`config.mk`:
```
export PLATFORM = sky130hd
export DESIGN_NAME = fetch_ctrl
export DESIGN_NICKNAME = d
export VERILOG_FILES = /design/src/rtl/fetch_pkg.sv /design/src/rtl/sat_counter.sv /design/src/rtl/fetch_ctrl.sv
export SDC_FILE = /design/constraint.sdc
export NUM_CORES = 1
export LEC_CHECK = 0
export BUFFER_PORTS_ARGS = -buffer_cell sky130_fd_sc_hd__buf_2
export CORE_MARGIN = 2
export CORE_UTILIZATION = 50
export DETAILED_ROUTE_END_ITERATION = 16
export PLACE_DENSITY = 0.84
export SLEW_MARGIN = 20
export SYNTH_ARGS = -nofsm -noshare
export SYNTH_HDL_FRONTEND = slang
export SYNTH_SLANG_ARGS = --single-unit
export TNS_END_PERCENT = 10
```
`constraint.sdc`:
```
create_clock -name clk -period 3 [get_ports clk]
set_clock_uncertainty 0.05 [all_clocks]
set_input_delay 0.6 -clock clk [delete_from_list [all_inputs] [get_ports clk]]
set_output_delay 0.6 -clock clk [all_outputs]
set_load 0.03 [all_outputs]
```
`src/rtl/fetch_pkg.sv`:
```
// rtl/fetch_pkg.sv - shared types and constants for the fetch controller
package fetch_pkg;
  localparam int PC_W = 32;
  localparam int INSTR_BYTES = 4;
  localparam logic [PC_W-1:0] DEFAULT_RESET_PC = 32'h0000_0000;

  typedef enum logic [1:0] {
    IDLE  = 2'd0,
    RUN   = 2'd1,
    FLUSH = 2'd2
  } fetch_state_t;
endpackage

```
`src/rtl/sat_counter.sv`:
```
// rtl/sat_counter.sv - up counter that sticks at all-ones
module sat_counter #(
  parameter int WIDTH = 32
) (
  input  logic             clk,
  input  logic             reset,
  input  logic             inc,
  output logic [WIDTH-1:0] count
);

  always_ff @(posedge clk) begin
    if (reset) begin
      count <= '0;
    end else if (inc && !(&count)) begin
      count <= count + WIDTH'(1);
    end
  end

endmodule

```
`src/rtl/fetch_ctrl.sv`:
```
// rtl/fetch_ctrl.sv - PC sequencer with redirect/flush handling
// Statistics counters are built only when FETCH_CTRL_STATS_EN is defined.
module fetch_ctrl
  import fetch_pkg::*;
#(
  parameter logic [31:0] RESET_PC     = DEFAULT_RESET_PC,
  parameter int          FLUSH_CYCLES = 1
) (
  input  logic        clk,
  input  logic        reset,
  input  logic        fetch_ready,
  input  logic        stall,
  input  logic        mispredict,
  input  logic [31:0] redirect_pc,
  output logic [31:0] pc_out,
  output logic        fetch_valid,
  output logic        flush_out,
  output logic        misalign_err,
  output logic [31:0] fetch_count,
  output logic [15:0] redirect_count
);

  localparam logic [2:0] FLUSH_INIT = 3'(FLUSH_CYCLES);

  fetch_state_t    state, state_nxt;
  logic [PC_W-1:0] pc, pc_nxt;
  logic [2:0]      flush_cnt, flush_cnt_nxt;
  logic            misalign_q, misalign_nxt;
  logic            advance;

  assign advance = fetch_valid && fetch_ready;

  always_ff @(posedge clk) begin
    if (reset) begin
      state      <= IDLE;
      pc         <= RESET_PC;
      flush_cnt  <= '0;
      misalign_q <= 1'b0;
    end else begin
      state      <= state_nxt;
      pc         <= pc_nxt;
      flush_cnt  <= flush_cnt_nxt;
      misalign_q <= misalign_nxt;
    end
  end

  // A redirect wins over everything else and may arrive in any state.
  always_comb begin
    state_nxt     = state;
    pc_nxt        = pc;
    flush_cnt_nxt = flush_cnt;
    misalign_nxt  = 1'b0;
    if (mispredict) begin
      state_nxt     = FLUSH;
      pc_nxt        = {redirect_pc[31:2], 2'b00};
      flush_cnt_nxt = FLUSH_INIT;
      misalign_nxt  = |redirect_pc[1:0];
    end else begin
      case (state)
        IDLE: state_nxt = RUN;
        RUN: begin
          if (advance) pc_nxt = pc + PC_W'(INSTR_BYTES);
        end
        FLUSH: begin
          if (flush_cnt <= 3'd1) begin
            state_nxt     = RUN;
            flush_cnt_nxt = '0;
          end else begin
            flush_cnt_nxt = flush_cnt - 3'd1;
          end
        end
        default: state_nxt = IDLE;
      endcase
    end
  end

  always_comb begin
    fetch_valid = 1'b0;
    flush_out   = 1'b0;
    if (state == RUN)   fetch_valid = !stall;
    if (state == FLUSH) flush_out   = 1'b1;
  end

  assign pc_out       = pc;
  assign misalign_err = misalign_q;

`ifdef FETCH_CTRL_STATS_EN
  sat_counter #(.WIDTH(32)) u_fetch_cnt (
    .clk   (clk),
    .reset (reset),
    .inc   (advance),
    .count (fetch_count)
  );

  sat_counter #(.WIDTH(16)) u_redirect_cnt (
    .clk   (clk),
    .reset (reset),
    .inc   (mispredict),
    .count (redirect_count)
  );
`else
  assign fetch_count    = '0;
  assign redirect_count = '0;
`endif

endmodule
```
; ---- Word level (Yosys, flattened, before mapping)
; Index checks and enable logic that the tools add are counted.
[word_totals]
ff_bits = 38
inputBits = 37
[classes]
n_addsub = 2
n_lt_le_gt_ge = 1
eq_ne = 5
n_mux = 11
n_bitwise = 2
reduce_logical = 13
[ops]
columns = operator, count
row1 = $mux W32, 3
row2 = $add A32 B3 Y32 const B, 1
row3 = $reduce_and A2 Y1, 4
row4 = $pmux W2 S3, 1
row5 = $reduce_bool A2 Y1, 3
row6 = $reduce_or A2 Y1, 3
row7 = $mux W1, 4
row8 = $mux W2, 2
row9 = $ne A2 B2 Y1 const B, 2
row10 = $le A3 B1 Y1 const B, 1
row11 = $mux W3, 1
row12 = $ne A3 B3 Y1 const B, 1
row13 = $sub A3 B1 Y3 const B, 1
row14 = $eq A2 B1 Y1 const B, 1
row15 = $eq A2 B2 Y1 const B, 1
row16 = $logic_not A2 Y1, 1
row17 = $not A1 Y1, 2
row18 = $logic_and A1 B1 Y1, 1
row19 = $logic_not A1 Y1, 1

; ---- Logic depth before layout (Yosys ltp)
[logic_depth]
word_depth = 6
depth_mapped = 6
depth_no_buf = 5

; ---- Worst setup path before layout
; Ideal clock, no wire load.
[synth_path]
path_type = input-to-reg
start = input port stall
end = register pc[29], in the netlist pc_out[29]
setup_time_ns = 0.062
arrival_ns = 2.150
setup_slack_ns = 0.739
stages = 6
n_path_buf = 1
path_cell_list = or3b_1 buf_2 inv_2 nand4_1 or4_1 nand3_1
[synth_via]
elab_chain_len = 5
[synth_lines]
columns = element, line_no
row1 = "start, declared", fetch_ctrl.sv:12  ; input logic stall,
row2 = $logic_not A1 Y1, fetch_ctrl.sv:80  ; if (state == RUN) fetch_valid = !stall;
row3 = $mux W1, fetch_ctrl.sv:80
row4 = named net fetch_valid, fetch_ctrl.sv:16  ; output logic fetch_valid,
row5 = $logic_and A1 B1 Y1, fetch_ctrl.sv:31  ; assign advance = fetch_valid && fetch_ready;
row6 = $reduce_bool A2 Y1 (no line), -
row7 = $reduce_and A2 Y1 (no line), -
row8 = "end signal, assigned", fetch_ctrl.sv:41  ; pc <= pc_nxt;
row9 = "end, declared", fetch_ctrl.sv:26  ; logic [PC_W-1:0] pc, pc_nxt;
; The timed path passes the listed nets, and every way through them passes these cells.
; A chain may end at the register's enable or synchronous reset.

; ---- Worst setup path after layout
[layout_path]
start = input port stall
end = output port fetch_valid
[layout_via]
elab_chain_len = 2
[layout_lines]
columns = element, line_no
row1 = $logic_not A1 Y1, fetch_ctrl.sv:80
row2 = $mux W1, fetch_ctrl.sv:80
row3 = "end, declared", fetch_ctrl.sv:16
; Every way passes these cells.

==> key figures <==
Run status
  • Outcome: complete, no violations

Place
  • Dpl hpwl: 4390 µm
  • IO Port Bufs: 69
  • Final GP Congestion: 0.829

Critical path
  • Startpoint types: input pin
  • Worst stage delay on the critical path: 0.49 ns
  • Setup CP Type: in -> out
  • Most Frequent Cell on Critical Path: buf_2
  • Slowest CP cell: or3b_1
  • CP Buf/Inv Count: 3
  • WP data required: 2.35 ns
  • Crit Path Max Fanout: 9
  • CP Cell Sequence: buf_2 -> or3b_1 -> inv_2 -> buf_2
  • Critical Path AT: 1.64 ns
  • Critical Path End Type: output pin
  • Top cell family by delay on the critical path: buffers and inverters

Routing
  • First-pass iteration count of the detailed router: 4
  • Via density: 5.41
  • DRC Markers: 0
  • Wirelength per Cell: 13.3 µm
  • Routed WL: 5990 µm
  • Via count: 2446
  • Iter 0 DRT Violations: 225
  • Routed Antenna Nets: 0

Final layout
  • Fillers: 458
  • Ant diodes: 0
  • Area growth syn-to-layout: 11.2%
  • Fin util: 0.585
  • Layout cells sized above 1: 0.223
  • Layout Nets: 424

Clock network
  • Clock-pin slew on the worst setup and hold paths: 0.07 ns
  • TritonCTS clock tree: built
  • Setup Fix Bufs, Post-CTS: 0
  • CTS max path bufs: 2
  • Clock Latency Late Sink: 0.29 ns
  • # hold bufs at CTS: 0
  • Resized cells post-CTS: 0
  • Clk root buf: clkbuf_8
  • H-Tree Depth: 2
  • CTS Buf Count: 5
  • Clk sinks: 36

Logic synthesis
  • Synth Instances: 323
  • Synth Area in Simple Gates: 0.300
  • Avg Cell Area, Syn: 7.84 µm²
  • Synthesized area: 0.00253 mm²
  • XOR/XNOR share of the synthesized area: 0.0242
  • Area fraction in compound gates after synthesis: 0.172
  • Yosys Warn Count: 0
  • Post-synthesis adder-cell area fraction: 0.00988
  • Fraction of synthesized area in multiplexers: 0.00840
  • Unique masters post-synth: 46
  • Top FF cell, synth: dfxtp_1
  • Seq/Total Area, Yosys: 0.284
  • FFs w/ async S/R, synth: 0
  • Largest family of logic cells by synthesized area: simple AND/OR/NAND/NOR gates
  • Number of flops mapped to enable cells by yosys: 0
  • Flops & latches, synth: 36

Die
  • Initial Utilization: 0.526
  • Die Height: 75.2 µm
  • Die Width: 75.2 µm
  • # IOs: 120
  • # rows: 25
  • Die area: 0.00565 mm²
  • Core Area: 0.00482 mm²

GRT
  • Total grt overflow: 0
  • First-pass GRT wire length: 9200 µm
  • Initial antenna violation count: 0
  • Number of global-route vias before repair: 2037
  • Largest net degree at the start of global routing: 50
  • Gr usage total: 0.209

Power and ir drop
  • Overall Power: 1.18 mW
  • Pleak: 1.19 nW
  • PwrDens: 420 mW/mm²
  • Peak supply drop: 0.246 mV

Timing
  • Final setup viols: 0
  • Unrepaired setup endpoints after global routing: no
  • Final hold viol count: 0
  • Fmax: 0.437 GHz
  • Setup TNS: 0 ns
  • Hold_ws: 0.499 ns
  • Tcrit/Tclk final: 0.762
  • Slew margin rel.: 0.476
  • Tightest Pin Transition: 0.787 ns
  • Max Slew Vio Count: 0
  • Final Critical Period: 2.29 ns

Hold path
  • Hold crit path type: in -> reg

Run
  • Max Cap Viol: 0
-- registers in the layout, summed over array words and instances (netlist names) --
signal / flops
misalign_err: 1
flush_cnt: 3
state: 2
pc_out: 30
-- kinds of logic after synthesis --
kind of cell / Yosys count
compound gates: 57
xor+xnor: 7
fa+ha+maj: 2
buf+inv: 84
flops: 36
mux: 2
other cells: 1
simple gates: 134
-- worst reg2reg max path, cell delays in order (launching register included) --
cell and delay [ns]:
dfxtp_1 0.47, nand4_2 0.21, or4_1 0.63, or3_1 0.40, a2111oi_1 0.37
-- placed cells by master, fill, tap and decap left out, drive strengths merged, types with 3 or more instances in the layout --
cell and n:
clkbuf 6, nor4b 3, nor4 10, dfxtp 36, nor2 24, xnor2 5
and4 7, nand3 15, nor2b 6, and3 4, nand2 19, a21oi 7
a2111oi 11, buf 73, or4 4, a211oi 11, conb 50, a311oi 9
nor3 13, inv 16, o21ai 9, nor4bb 3, nor3b 3, or3 7
nand4 12
-- synthesized netlist by cell type (2+ instances only) --
master     instances  area share
buf_1              4      0.0059
nor4_1            10       0.025
xnor2_1            5       0.017
a211oi_1          11       0.033
o211ai_1           2      0.0059
inv_1             15       0.022
a2111oi_1          4       0.016
nand2_1           19       0.028
nor3b_1            3      0.0089
o21a_1             2      0.0059
ha_1               2      0.0099
dfxtp_1           36        0.28
nor4b_1            3       0.010
a2111oi_0          5       0.017
o21ai_0            9       0.018
nand3_1           15       0.030
nor4bb_1           3       0.012
and3_1             4      0.0099
nor3_1            13       0.026
nor2b_1            6       0.015
nand2b_1           2      0.0049
nand4_1           10       0.025
o31a_1             2      0.0069
clkbuf_1          10       0.015
buf_2              3      0.0059
buf_4             50        0.15
nor2_1            24       0.036
xor2_1             2      0.0069
nand4_2            2      0.0099
a2111oi_2          2       0.012
a21oi_1            7       0.014
and4_1             7       0.024
or3_1              7       0.017
a311oi_1           9       0.031
or4_1              4       0.012
-- final cells by class --
cell class,instances,area (µm²),area share
Clock buffer,6,72.6,0.0258
Timing Repair Buffer,73,375,0.133
Clock inverter,1,5.00,0.00178
Sequential cell,36,721,0.256
Inverter,17,63.8,0.0226
Tap cell,67,83.8,0.0298
Multi-Input combinational cell,252,1500,0.531
-- final timing paths --
kind,start,end,slack [ns],depth (start not counted)
worst min-delay path,redirect_pc[13],pc_out[13],0.50,3
worst min register to register,flush_cnt[2],flush_cnt[2],0.52,2
worst max-delay path,stall,fetch_valid,0.71,4
worst max register to register,pc_out[10],pc_out[18],0.75,4
-- report_power, final --
part / switching (mW) / leakage (nW) / internal (mW)
logic: 0.220 / 0.850 / 0.0799
registers: 0.0415 / 0.299 / 0.509
clock network: 0.173 / 0.0410 / 0.158
total: 0.435 / 1.19 / 0.747
-- per-stage QoR --
stage          setup slack, ns  instance area (µm²)  cells
4_1_cts                  0.729                 2820    452
3_5_place_dp             0.529                 2740    445
2_1_floorplan            0.739                 2720    372
3_3_place_gp             0.605                 2740    445
6_report                 0.714                 2820    452
5_1_grt                  0.632                 2820    452
-- metal layers --
metal,global-route usage,wire length [µm],up-vias
met3,0.0509,469,10
met2,0.341,2710,119
met1,0.273,2710,1100
li1,-,-,1217
met4,0.0643,101,0
met5,0,0,-
Power figures use the tool's default switching activity.
